<file path="config.mk">
export PLATFORM = sky130hd
export DESIGN_NAME = lfsr_gen
export DESIGN_NICKNAME = d
export VERILOG_FILES = /design/src/rtl/lfsr_pkg.sv /design/src/rtl/lfsr_step_ctrl.sv /design/src/rtl/lfsr_gen.sv
export SDC_FILE = /design/constraint.sdc
export NUM_CORES = 1
export LEC_CHECK = 0
export CORE_ASPECT_RATIO = 1.25
export CORE_MARGIN = 2
export CORE_UTILIZATION = 30
export DETAILED_ROUTE_END_ITERATION = 10
export SYNTH_ARGS = -nofsm -noshare
export SYNTH_HDL_FRONTEND = slang
export SYNTH_SLANG_ARGS = --single-unit
</file>
<file path="constraint.sdc">
create_clock -name clk -period 5.6 [get_ports clk]
set_clock_uncertainty 0.1 [all_clocks]
set_input_delay 0.84 -clock clk [delete_from_list [all_inputs] [get_ports clk]]
set_output_delay 0.84 -clock clk [all_outputs]
set_load 0.005 [all_outputs]
</file>
<file path="src/rtl/lfsr_pkg.sv">
// lfsr_pkg: shared constants and next-state helper
// for the parametrised Fibonacci LFSR.
package lfsr_pkg;

  localparam logic MODE_EDGE  = 1'b0;
  localparam logic MODE_LEVEL = 1'b1;

  // Primitive taps; bit i set feeds state bit i into feedback
  localparam logic [2:0]  TAPS_3  = 3'b101;
  localparam logic [3:0]  TAPS_4  = 4'b1001;
  localparam logic [4:0]  TAPS_5  = 5'b10010;
  localparam logic [5:0]  TAPS_6  = 6'b100001;
  localparam logic [6:0]  TAPS_7  = 7'b1000001;
  localparam logic [7:0]  TAPS_8  = 8'b10111000;
  localparam logic [8:0]  TAPS_9  = 9'b100010000;
  localparam logic [9:0]  TAPS_10 = 10'b1001000000;
  localparam logic [10:0] TAPS_11 = 11'b10100000000;
  localparam logic [11:0] TAPS_12 = 12'b100000101001;
  localparam logic [12:0] TAPS_13 = 13'b1000000001101;
  localparam logic [13:0] TAPS_14 = 14'b10000000010101;
  localparam logic [14:0] TAPS_15 = 15'b100000000000001;
  localparam logic [15:0] TAPS_16 = 16'b1000000000010110;

  function automatic logic [31:0] lfsr_next(
    input logic [31:0] s,
    input logic [31:0] t,
    input int unsigned w
  );
    logic [31:0] m;
    m = (32'h1 << w) - 32'h1;
    return {s[30:0], ^(s & t)} & m;
  endfunction

endpackage

</file>
<file path="src/rtl/lfsr_step_ctrl.sv">
// lfsr_step_ctrl: enable edge detector and mode mux
// producing the single-cycle step strobe.
module lfsr_step_ctrl
  import lfsr_pkg::*;
(
  input  logic clk,
  input  logic reset,
  input  logic enable,
  input  logic mode,
  output logic step
);

  logic was_en;

  always_ff @(posedge clk) begin
    if (reset) was_en <= 1'b0;
    else       was_en <= enable;
  end

  always_comb begin
    step = 1'b0;
    unique case (mode)
      MODE_LEVEL: step = enable;
      default:    step = enable & ~was_en;
    endcase
  end

endmodule

</file>
<file path="src/rtl/lfsr_gen.sv">
// lfsr_gen: Fibonacci LFSR with seed load, zero-lockup
// recovery and on-line period measurement.
module lfsr_gen
  import lfsr_pkg::*;
#(
  parameter int WIDTH = 7,
  parameter logic [WIDTH-1:0] TAPS = 7'b100_0001,
  parameter logic [WIDTH-1:0] INIT = 1
) (
  input  logic             clk,
  input  logic             reset,
  input  logic             enable,
  input  logic             mode,
  input  logic             load,
  input  logic [WIDTH-1:0] seed,
  output logic [WIDTH-1:0] out,
  output logic             bit_out,
  output logic             lockup,
  output logic             wrap,
  output logic [WIDTH-1:0] period
);

  logic [WIDTH-1:0] state;
  logic [WIDTH-1:0] ref_q;
  logic [WIDTH-1:0] cnt;
  logic [WIDTH-1:0] raw;
  logic [WIDTH-1:0] nxt;
  logic [WIDTH-1:0] ldv;
  logic             step;
  logic             raw_zero;
  logic             sat;
  logic             hit;

  lfsr_step_ctrl u_ctrl (
    .clk    (clk),
    .reset  (reset),
    .enable (enable),
    .mode   (mode),
    .step   (step)
  );

  assign raw = WIDTH'(lfsr_next(32'(state), 32'(TAPS), WIDTH));
  assign raw_zero = (raw == '0);
  assign nxt = raw_zero ? INIT : raw;
  assign ldv = (seed == '0) ? INIT : seed;
  assign sat = &cnt;
  // saturated counter means the reference was lost: stop wrapping
  assign hit = (nxt == ref_q) && !sat;

  assign out = state;
  assign bit_out = state[WIDTH-1];

  always_ff @(posedge clk) begin
    if (reset) begin
      state  <= INIT;
      ref_q  <= INIT;
      cnt    <= '0;
      period <= '0;
      lockup <= 1'b0;
      wrap   <= 1'b0;
    end else begin
      lockup <= 1'b0;
      wrap   <= 1'b0;
      if (load) begin
        state  <= ldv;
        ref_q  <= ldv;
        cnt    <= '0;
        lockup <= (seed == '0);
      end else if (step) begin
        state  <= nxt;
        lockup <= raw_zero;
        if (hit) begin
          wrap   <= 1'b1;
          period <= cnt + 1'b1;
          cnt    <= '0;
        end else if (!sat) begin
          cnt <= cnt + 1'b1;
        end
      end
    end
  end

endmodule

</file>
==> out/results.ini <==
[yosys]
synthFlopType=dfxtp_1
synthArstFlopShare_pct=0
synth_area_leader_cell=dfxtp_1
synth_nets=190
yosysSeqAreaShare_pct=40.1
netlist_area_mm2=0.00155
syn_avg_cell_area_um2=8.79
synth_edf_count=0
syn_inst=176
synth_common_cells=dfxtp_1 (31), nor2_1 (22), nand2_1 (21), a21oi_1 (16), mux2i_1 (10)
ys_warn_count=0
yosysMostFrequentCell=dfxtp_1
synth_top_cell_area_share_pct=40.1
ys_types=37
synth-seq-cells=31
synth_area_leaders=dfxtp_1 (40%), mux2i_1 (6.5%), nor2_1 (5.3%), a21oi_1 (5.2%), nand2_1 (5.1%)

[floorplan]
io_pins=29
die_w_um=68.2
rows=29
fp.dieArea_mm2=0.00575
start_util_pct=30.7
coreArea_mm2=0.00504
die_y_um=84.3

[grt]
grt_pass1_wl_mm=5.82
antenna_found_initial=0
grt-ovfl-total=0
grt_pass1_vias=1219
grt_max_degree=21
grt_usage_pct=13.7

[detailed_routing]
first_pass_iters=4
wl_mm=3.61
drt_iter0_markers=45
drc_errors=0
wire_per_inst_um=13.6
via_count=1327
ant_nets=0
via_per_inst=4.99

[pwr]
switching_share_pct=25.9
power.leakage_uw=0.000744
clockPowerShare_pct=36.1
powerDensity_mw_per_mm2=248
power_frac_seq_pct=49.2
p_int_uw=360
p_switching_uw=126
comb_power_share_pct=14.7
ir_worst_vdd_mv=0.112

[clock_network]
ctsHoldBuffers=0
clk_path_buf_depth=2
clk_latency_ps=280
cts_resized=0
cts-root-buf=clkbuf_8
htreeDepth=2
cts_sinks=31
cts_tree=yes
path_clk_slew_ps=60
cts_buffers=5
post-cts-setup-buffers=0

[sta]
tightest_slew_ps=774
period_minus_slack_ps=2590
worst_slack_ps=3010
fmax_mhz=386
relSlewSlack_pct=48.2
hold_violations=0
holdWs_ps=353
rsz0062_at_grt=false
fin_crit_sh_pct=46.3
finalMaxSlewViolations=0
setup_tns_ps=0
finalSetupViolCount=0

[worst_setup_path]
ff2ff_path_depth=6
required_ps=5700
crit_type=input port to register
arrival_ps=2700
start_kind=input port
cp-end-kind=register
cp_max_fo=16

[final_layout]
diodes=0
nets=218
syn_to_final_growth_pct=26.5
drive_gt1_share_pct=7.84

[placement]
gp_congestion=0.732
dp_hpwl_mm=2.62
dp_worst_setup_slack_ps=2700
portBuffers=28

[run_status]
status=finished clean

[min_path]
hold_class=register to register
holdPathStages=2

[run]
drv_cap=0

[sequential cells by signal, summed over array words and instances (netlist names)]
register,count
wrap,1
u_ctrl.was_en,1
lockup,1
cnt,7
out,7
ref_q,7
period,7
[cell families after synthesis]
kind of cell / share of synthesized area, %
simple gates: 23.1
compound gates: 20.5
flops: 40.1
buf+inv: 3.72
mux: 6.47
xor+xnor: 4.53
fa+ha+maj: 1.62
[per-layer routing]
metal | up-vias | routed length [um] | GRT usage [%]
met2 | 28 | 1750 | 21.9
met3 | 5 | 160 | 4.02
met5 | - | 0 | 0
met1 | 620 | 1640 | 17.2
li1 | 674 | - | -
met4 | 0 | 58 | 4.91
[final timing paths]
check	start	endpoint	slack, ps
hold reg to reg	period[5]	period[5]	350
hold / removal	period[5]	period[5]	350
setup reg to reg	cnt[0]	cnt[2]	3440
setup / recovery	load	wrap	3010
[cells in the final DEF, fill, tap and decap left out, types with 2 or more instances in the layout]
cell type        netlist  routed
a211oi_1               8       8
a21oi_1               16      16
and2_1                 4       4
clkbuf_8               0       6
clkdlybuf4s50_1        0      28
dfxtp_1               31      31
ha_1                   2       2
inv_1                  6       6
mux2i_1               10      10
nand2_1               21      21
nand2b_1               2       2
nand3_1                3       3
nor2_1                22      22
nor2b_1                4       4
nor3_1                 6       6
nor4_4                 2       2
o21ai_0                7       7
xnor2_1                2       2
xor2_1                 6       6
[layout make-up]
class                      instances  area [um2]
clock buffer                       6        82.6
clock inverter                     1        5.00
fill                             526        3090
inverter                           6        22.5
multi-input combinational        132         870
sequential                        31         621
tap                               62        77.6
timing repair buffer              28         280
[power groups by stage]
stage	combinational (uW)	sequential (uW)	clock, uW
finish	71.2	239	176
detailed placement	71.4	244	0
floorplan	45.4	242	0
global placement	71.1	244	0
CTS	71.9	239	181
global route	78.5	240	192
[stage by stage]
stage / cells / util [%] / instance area (um2) / power, uW
finish: 266 / 38.8 / 1960 / 486
global route: 266 / 38.8 / 1960 / 511
CTS: 266 / 38.8 / 1960 / 491
detailed placement: 259 / 37.1 / 1870 / 315
global placement: 259 / 37.1 / 1870 / 315
floorplan: 176 / - / 1550 / 287
[critical path: stages]
cell	delay (ps)
clkdlybuf4s50_1	760
inv_1	550
nand2_1	320
nor3_1	230
Note: power is estimated with default switching activity, not from simulation.
